## config.mk

```make
export PLATFORM = sky130hd
export DESIGN_NAME = fetch_unit
export DESIGN_NICKNAME = d
export VERILOG_FILES = /design/src/rtl/fetch_unit.sv
export SDC_FILE = /design/constraint.sdc
export NUM_CORES = 1
export LEC_CHECK = 0
export ABC_AREA = 1
export CORE_ASPECT_RATIO = 1.1
export CORE_MARGIN = 4
export CORE_UTILIZATION = 25
export CTS_CLUSTER_DIAMETER = 40
export DETAILED_ROUTE_END_ITERATION = 16
export DONT_BUFFER_PORTS = 1
export GPL_ROUTABILITY_DRIVEN = 1
export GPL_TIMING_DRIVEN = 0
export PLACE_DENSITY_LB_ADDON = 0.3
export SLEW_MARGIN = 20
export SYNTH_ARGS = -nofsm -noshare
export SYNTH_HDL_FRONTEND = slang
export SYNTH_SLANG_ARGS = --single-unit
```

## constraint.sdc

```tcl
create_clock -name clk -period 6.16 [get_ports clk]
set_clock_uncertainty 0.15 [all_clocks]
set_input_delay 1.848 -clock clk [delete_from_list [all_inputs] [get_ports clk]]
set_output_delay 1.848 -clock clk [all_outputs]
set_load 0.02 [all_outputs]
```

## src/rtl/fetch_unit.sv

```systemverilog
// fetch_unit: instruction-fetch front end feeding IF_ID through a small {pc, instr} FIFO.
// Define FETCH_BYPASS_EN to forward a response straight to IF_ID when the FIFO is empty.
module fetch_unit #(
  parameter logic [31:0] RESET_PC   = 32'h6000_0000,
  parameter int          FIFO_DEPTH = 2
) (
  input  logic        clk,
  input  logic        rst,
  output logic        imem_read,
  output logic [31:0] imem_addr,
  input  logic [31:0] imem_rdata,
  input  logic        imem_resp,
  input  logic        redirect,
  input  logic [31:0] redirect_pc,
  input  logic        stall,
  output logic        if_valid,
  output logic [31:0] if_pc,
  output logic [31:0] if_instr
);
  localparam int AW = $clog2(FIFO_DEPTH);
  localparam logic [AW:0] DEPTH = (AW+1)'(FIFO_DEPTH);
  typedef enum logic [1:0] {IDLE, FETCH, DROP} state_t;
  state_t state;
  logic [31:0] fetch_pc, req_addr, target;
  logic [31:0] pc_mem [FIFO_DEPTH];
  logic [31:0] instr_mem [FIFO_DEPTH];
  logic [AW-1:0] rd_ptr, wr_ptr;
  logic [AW:0] count, next_count;
  logic empty, resp_ok, bypass, push, fifo_pop, pop, space;
  assign target = redirect_pc & 32'hFFFF_FFFC;
  assign empty = count == '0;
  assign resp_ok = state == FETCH && imem_resp && !redirect;
`ifdef FETCH_BYPASS_EN
  assign bypass = empty && resp_ok && !stall;
`else
  assign bypass = 1'b0;
`endif
  assign push = resp_ok && !bypass;
  assign fifo_pop = !empty && !stall && !redirect;
  assign pop = if_valid && !stall && !redirect;
  assign space = count < DEPTH || pop;
  assign next_count = count + (AW+1)'(push) - (AW+1)'(fifo_pop);
  assign imem_read = state != IDLE;
  assign imem_addr = req_addr;
  assign if_valid = !empty || bypass;
  assign if_pc = bypass ? req_addr : empty ? 32'h0 : pc_mem[rd_ptr];
  assign if_instr = bypass ? imem_rdata : empty ? 32'h0000_0013 : instr_mem[rd_ptr];
  always_ff @(posedge clk) begin
    if (push) begin
      pc_mem[wr_ptr] <= req_addr;
      instr_mem[wr_ptr] <= imem_rdata;
    end
  end
  always_ff @(posedge clk or negedge rst) begin
    if (!rst) begin
      state <= IDLE;
      fetch_pc <= RESET_PC;
      req_addr <= RESET_PC;
      count <= '0;
      rd_ptr <= '0;
      wr_ptr <= '0;
    end else begin
      count <= redirect ? '0 : next_count;
      rd_ptr <= redirect ? '0 : rd_ptr + AW'(fifo_pop);
      wr_ptr <= redirect ? '0 : wr_ptr + AW'(push);
      unique case (state)
        IDLE: begin
          if (redirect) begin
            fetch_pc <= target;
            req_addr <= target;
            state <= FETCH;
          end else if (space) begin
            req_addr <= fetch_pc;
            state <= FETCH;
          end
        end
        FETCH: begin
          if (redirect) begin
            fetch_pc <= target;
            if (imem_resp) req_addr <= target;
            else state <= DROP;
          end else if (imem_resp) begin
            fetch_pc <= req_addr + 32'd4;
            if (next_count < DEPTH) req_addr <= req_addr + 32'd4;
            else state <= IDLE;
          end
        end
        DROP: begin
          // the outstanding wrong-path response is swallowed; bus address stays put until it lands
          if (redirect) fetch_pc <= target;
          if (imem_resp) begin
            req_addr <= redirect ? target : fetch_pc;
            state <= FETCH;
          end
        end
        default: state <= IDLE;
      endcase
    end
  end
endmodule

```

==> results.py <==
metrics = {
    "yosys": {
        "synth_edf_count": 128,
        "synthTopCellsByCount": "nand2_1 (460), edfxtp_1 (128), nor2_1 (88)",
        "synth_top_area_share_pct": 39.94,
        "synth_area_leaders": "edfxtp_1 (40%), nand2_1 (18%), dfrtp_1 (17%)",
        "ys_seq_area_share_pct": 58.20,
        "yosysWarnings": 0,
        "ys_seq_elements": 198,
        "synthArstFlopShare_pct": 35.35,
        "yosysTopAreaCell": "edfxtp_1",
        "syn_avg_cell_area_sq_um": 8.539,
        "syn_nets": 1201,
        "syn-cell-area_sq_um": 9623,
        "yosysMostFrequentCell": "nand2_1",
        "synth-main-ff-cell": "edfxtp_1",
        "netlist_instances": 1127,
        "yosysUniqueCellTypes": 33,
    },
    "min_path": {
        "worstHoldPathCells": 2,
        "min_from": "fetch_pc[30]",
        "min_path_type": "register to register",
    },
    "die": {
        "start_util_pct": 25.26,
        "fp.dieW_microns": 195.1,
        "die-area_sq_um": 41700,
        "row_count": 75,
        "io_pins": 167,
        "fp.dieH_microns": 213.8,
        "coreArea_sq_um": 38100,
    },
    "clock_tree": {
        "cts_setup_buffers": 0,
        "cts_resized": 0,
        "cts-root-buf": "clkbuf_16",
        "cts_sinks": 198,
        "cts_hold_buf": 0,
        "path_clk_slew_ns": 0.08,
        "clk_path_buf_depth": 2,
        "cts_tree": "yes",
        "cts_buffers": 17,
        "cts_max_level": 4,
        "clk_latency_ns": 0.45,
    },
    "drt": {
        "drc_errors": 0,
        "vias": 7612,
        "post_drt_wl_per_cell_microns": 18.42,
        "drtPass1Iterations": 5,
        "vias_per_cell": 4.583,
        "totalWireLength_microns": 30590,
        "ant_nets": 0,
        "drt_iter0_drc": 560,
    },
    "grt": {
        "antenna_found_initial": 4,
        "grt_pass1_vias": 7368,
        "grt-ovfl-total": 0,
        "grt_pass1_wl_microns": 45840,
        "track_usage_pct": 14.56,
        "grt_max_degree": 71,
    },
    "timing": {
        "setup-violations-final": 0,
        "fmax_ghz": 0.2201,
        "finalSetupTns_ns": 0,
        "fin_crit_ns": 4.543,
        "maxSlewViolCount": 0,
        "fin_crit_sh_pct": 73.75,
        "grt_setup_unrepaired": "no",
        "hold_ws_ns": 0.3215,
        "worst_pin_slew_ns": 0.7454,
        "slew-limit-headroom_pct": 50.25,
        "hold_viol": 0,
    },
    "layout": {
        "syn2layout_area_growth_pct": 13.01,
        "layout-drive-gt1-share_pct": 6.460,
        "n_antenna_cell": 0,
        "fillers": 4069,
        "seq_area_sq_um": 5600,
        "multi_input_area_sq_um": 3592,
        "nNetsFinal": 1222,
    },
    "placed_design": {
        "hpwlAfterDp_microns": 22360,
        "place.gp.congestion": 0.8790,
        "io_buffers": 0,
    },
    "setup_path": {
        "start_kind": "register",
        "crit_path_end_kind": "output port",
        "crit_path_max_fanout": 10,
        "crit_start": "rd_ptr",
        "rr_worst_depth": 15,
        "slowest_delay_ns": 0.58,
        "cp_data_arrival_time_ns": 2.54,
        "r2r-start": "state[1]",
        "critical_path_class": "register to output port",
        "crit_required_ns": 4.16,
        "cpMaxStageDelayCell": "a21oi_1",
        "crit_path_cell_trace": "clkbuf_1, buf_1, nand2_1, a21oi_1",
    },
    "flow_run": {
        "maxCapViolCount": 0,
    },
    "power": {
        "p_leak_uw": 0.004391,
        "powerDensity_nw_per_um2": 485.5,
        "ir_drop_uv": 159.1,
    },
    "outcome": {
        "status": "finished clean",
    },
}
[sequential cells by signal, summed over array words and instances, names as in the netlist]
signal     cells
imem_addr     32
state          2
rd_ptr         1
fetch_pc      32
pc_mem        64
instr_mem     64
wr_ptr         1
count          2
[per-stage QoR]
step	setup WS, ns	cells	instance area [sq um]	util, %	power [uW]
4_1_cts	1.516	1661	10880	28.55	5346
3_5_place_dp	1.828	1629	10330	27.11	4254
2_1_floorplan	1.816	1127	9623	-	3565
5_1_grt	1.388	1661	10880	28.55	5660
3_3_place_gp	0.6169	1627	10250	26.90	4218
6_report	1.617	1661	10880	28.55	5280
[power breakdown]
| group | switching (uW) | internal (uW) |
|---|---|---|
| clock | 544 | 532 |
| combinational | 1370 | 531 |
| sequential | 508 | 1790 |
[placed cells by master, fill, tap and decap left out, types with 2 or more instances in the layout]
| cell | instances |
|---|---|
| nand2_1 | 460 |
| edfxtp_1 | 128 |
| nor2_1 | 88 |
| nand3_1 | 87 |
| a21oi_1 | 86 |
| dfrtp_1 | 66 |
| inv_1 | 48 |
| clkbuf_1 | 35 |
| o21ai_0 | 23 |
| a31oi_1 | 19 |
| o21ai_1 | 17 |
| clkbuf_16 | 17 |
| buf_2 | 10 |
| nor2_2 | 7 |
| a21boi_0 | 7 |
| inv_2 | 6 |
| buf_4 | 5 |
| buf_1 | 5 |
| o21bai_1 | 4 |
| inv_8 | 4 |
| dfstp_2 | 4 |
| nand2_2 | 3 |
| xor2_1 | 3 |
| ha_1 | 3 |
| inv_6 | 3 |
| o21a_1 | 2 |
| buf_6 | 2 |
| ha_4 | 2 |
| clkinv_2 | 2 |
| clkinv_4 | 2 |
| clkinvlp_4 | 2 |
| buf_16 | 2 |
[area by class of cell]
cell class              instances  area share (%)
plain buffers                  55           2.324
clock buffers                  19           3.981
clock inverters                13           1.047
inverters                      54           1.864
multi-input cells             820           33.03
flip-flops and latches        198           51.50
well taps                     500           5.752
repair buffers                  2          0.5062
[routing by layer]
metal | track usage (%) | share of wire [%]
met1 | 17.14 | 41
met4 | 4.792 | 2.1
met5 | 0 | 0.20
met3 | 5.374 | 7.9
met2 | 24.87 | 49
[kinds of logic after synthesis]
| kind of cell | Yosys count | share of synthesized area (%) |
|---|---|---|
| AOI/OAI and AO/OA | 159 | 8.893 |
| DFF | 198 | 58.20 |
| and+or+nand+nor | 652 | 27.16 |
| xor gates and xnor gates | 4 | 0.3641 |
| adders and majority gates | 5 | 0.6501 |
| buffers and inverters | 109 | 4.733 |
[path summary, 6_finish.rpt]
kind	to	slack, ns
max in group asynchronous	imem_addr[29]	4.65
hold reg to reg	fetch_pc[30]	0.32
hold / removal	fetch_pc[30]	0.32
setup / recovery	if_pc[17]	1.62
min in group asynchronous	state[0]	0.94
setup reg to reg	imem_addr[12]	3.00
[critical path, delay by kind of cell, from the launching register on]
kind                   cells  cell delay, ns
DFF                        1            0.39
AOI/OAI and AO/OA          1            0.58
buffers and inverters      2            1.03
and+or+nand+nor            1            0.09
Note: power is estimated with default switching activity, not from simulation.
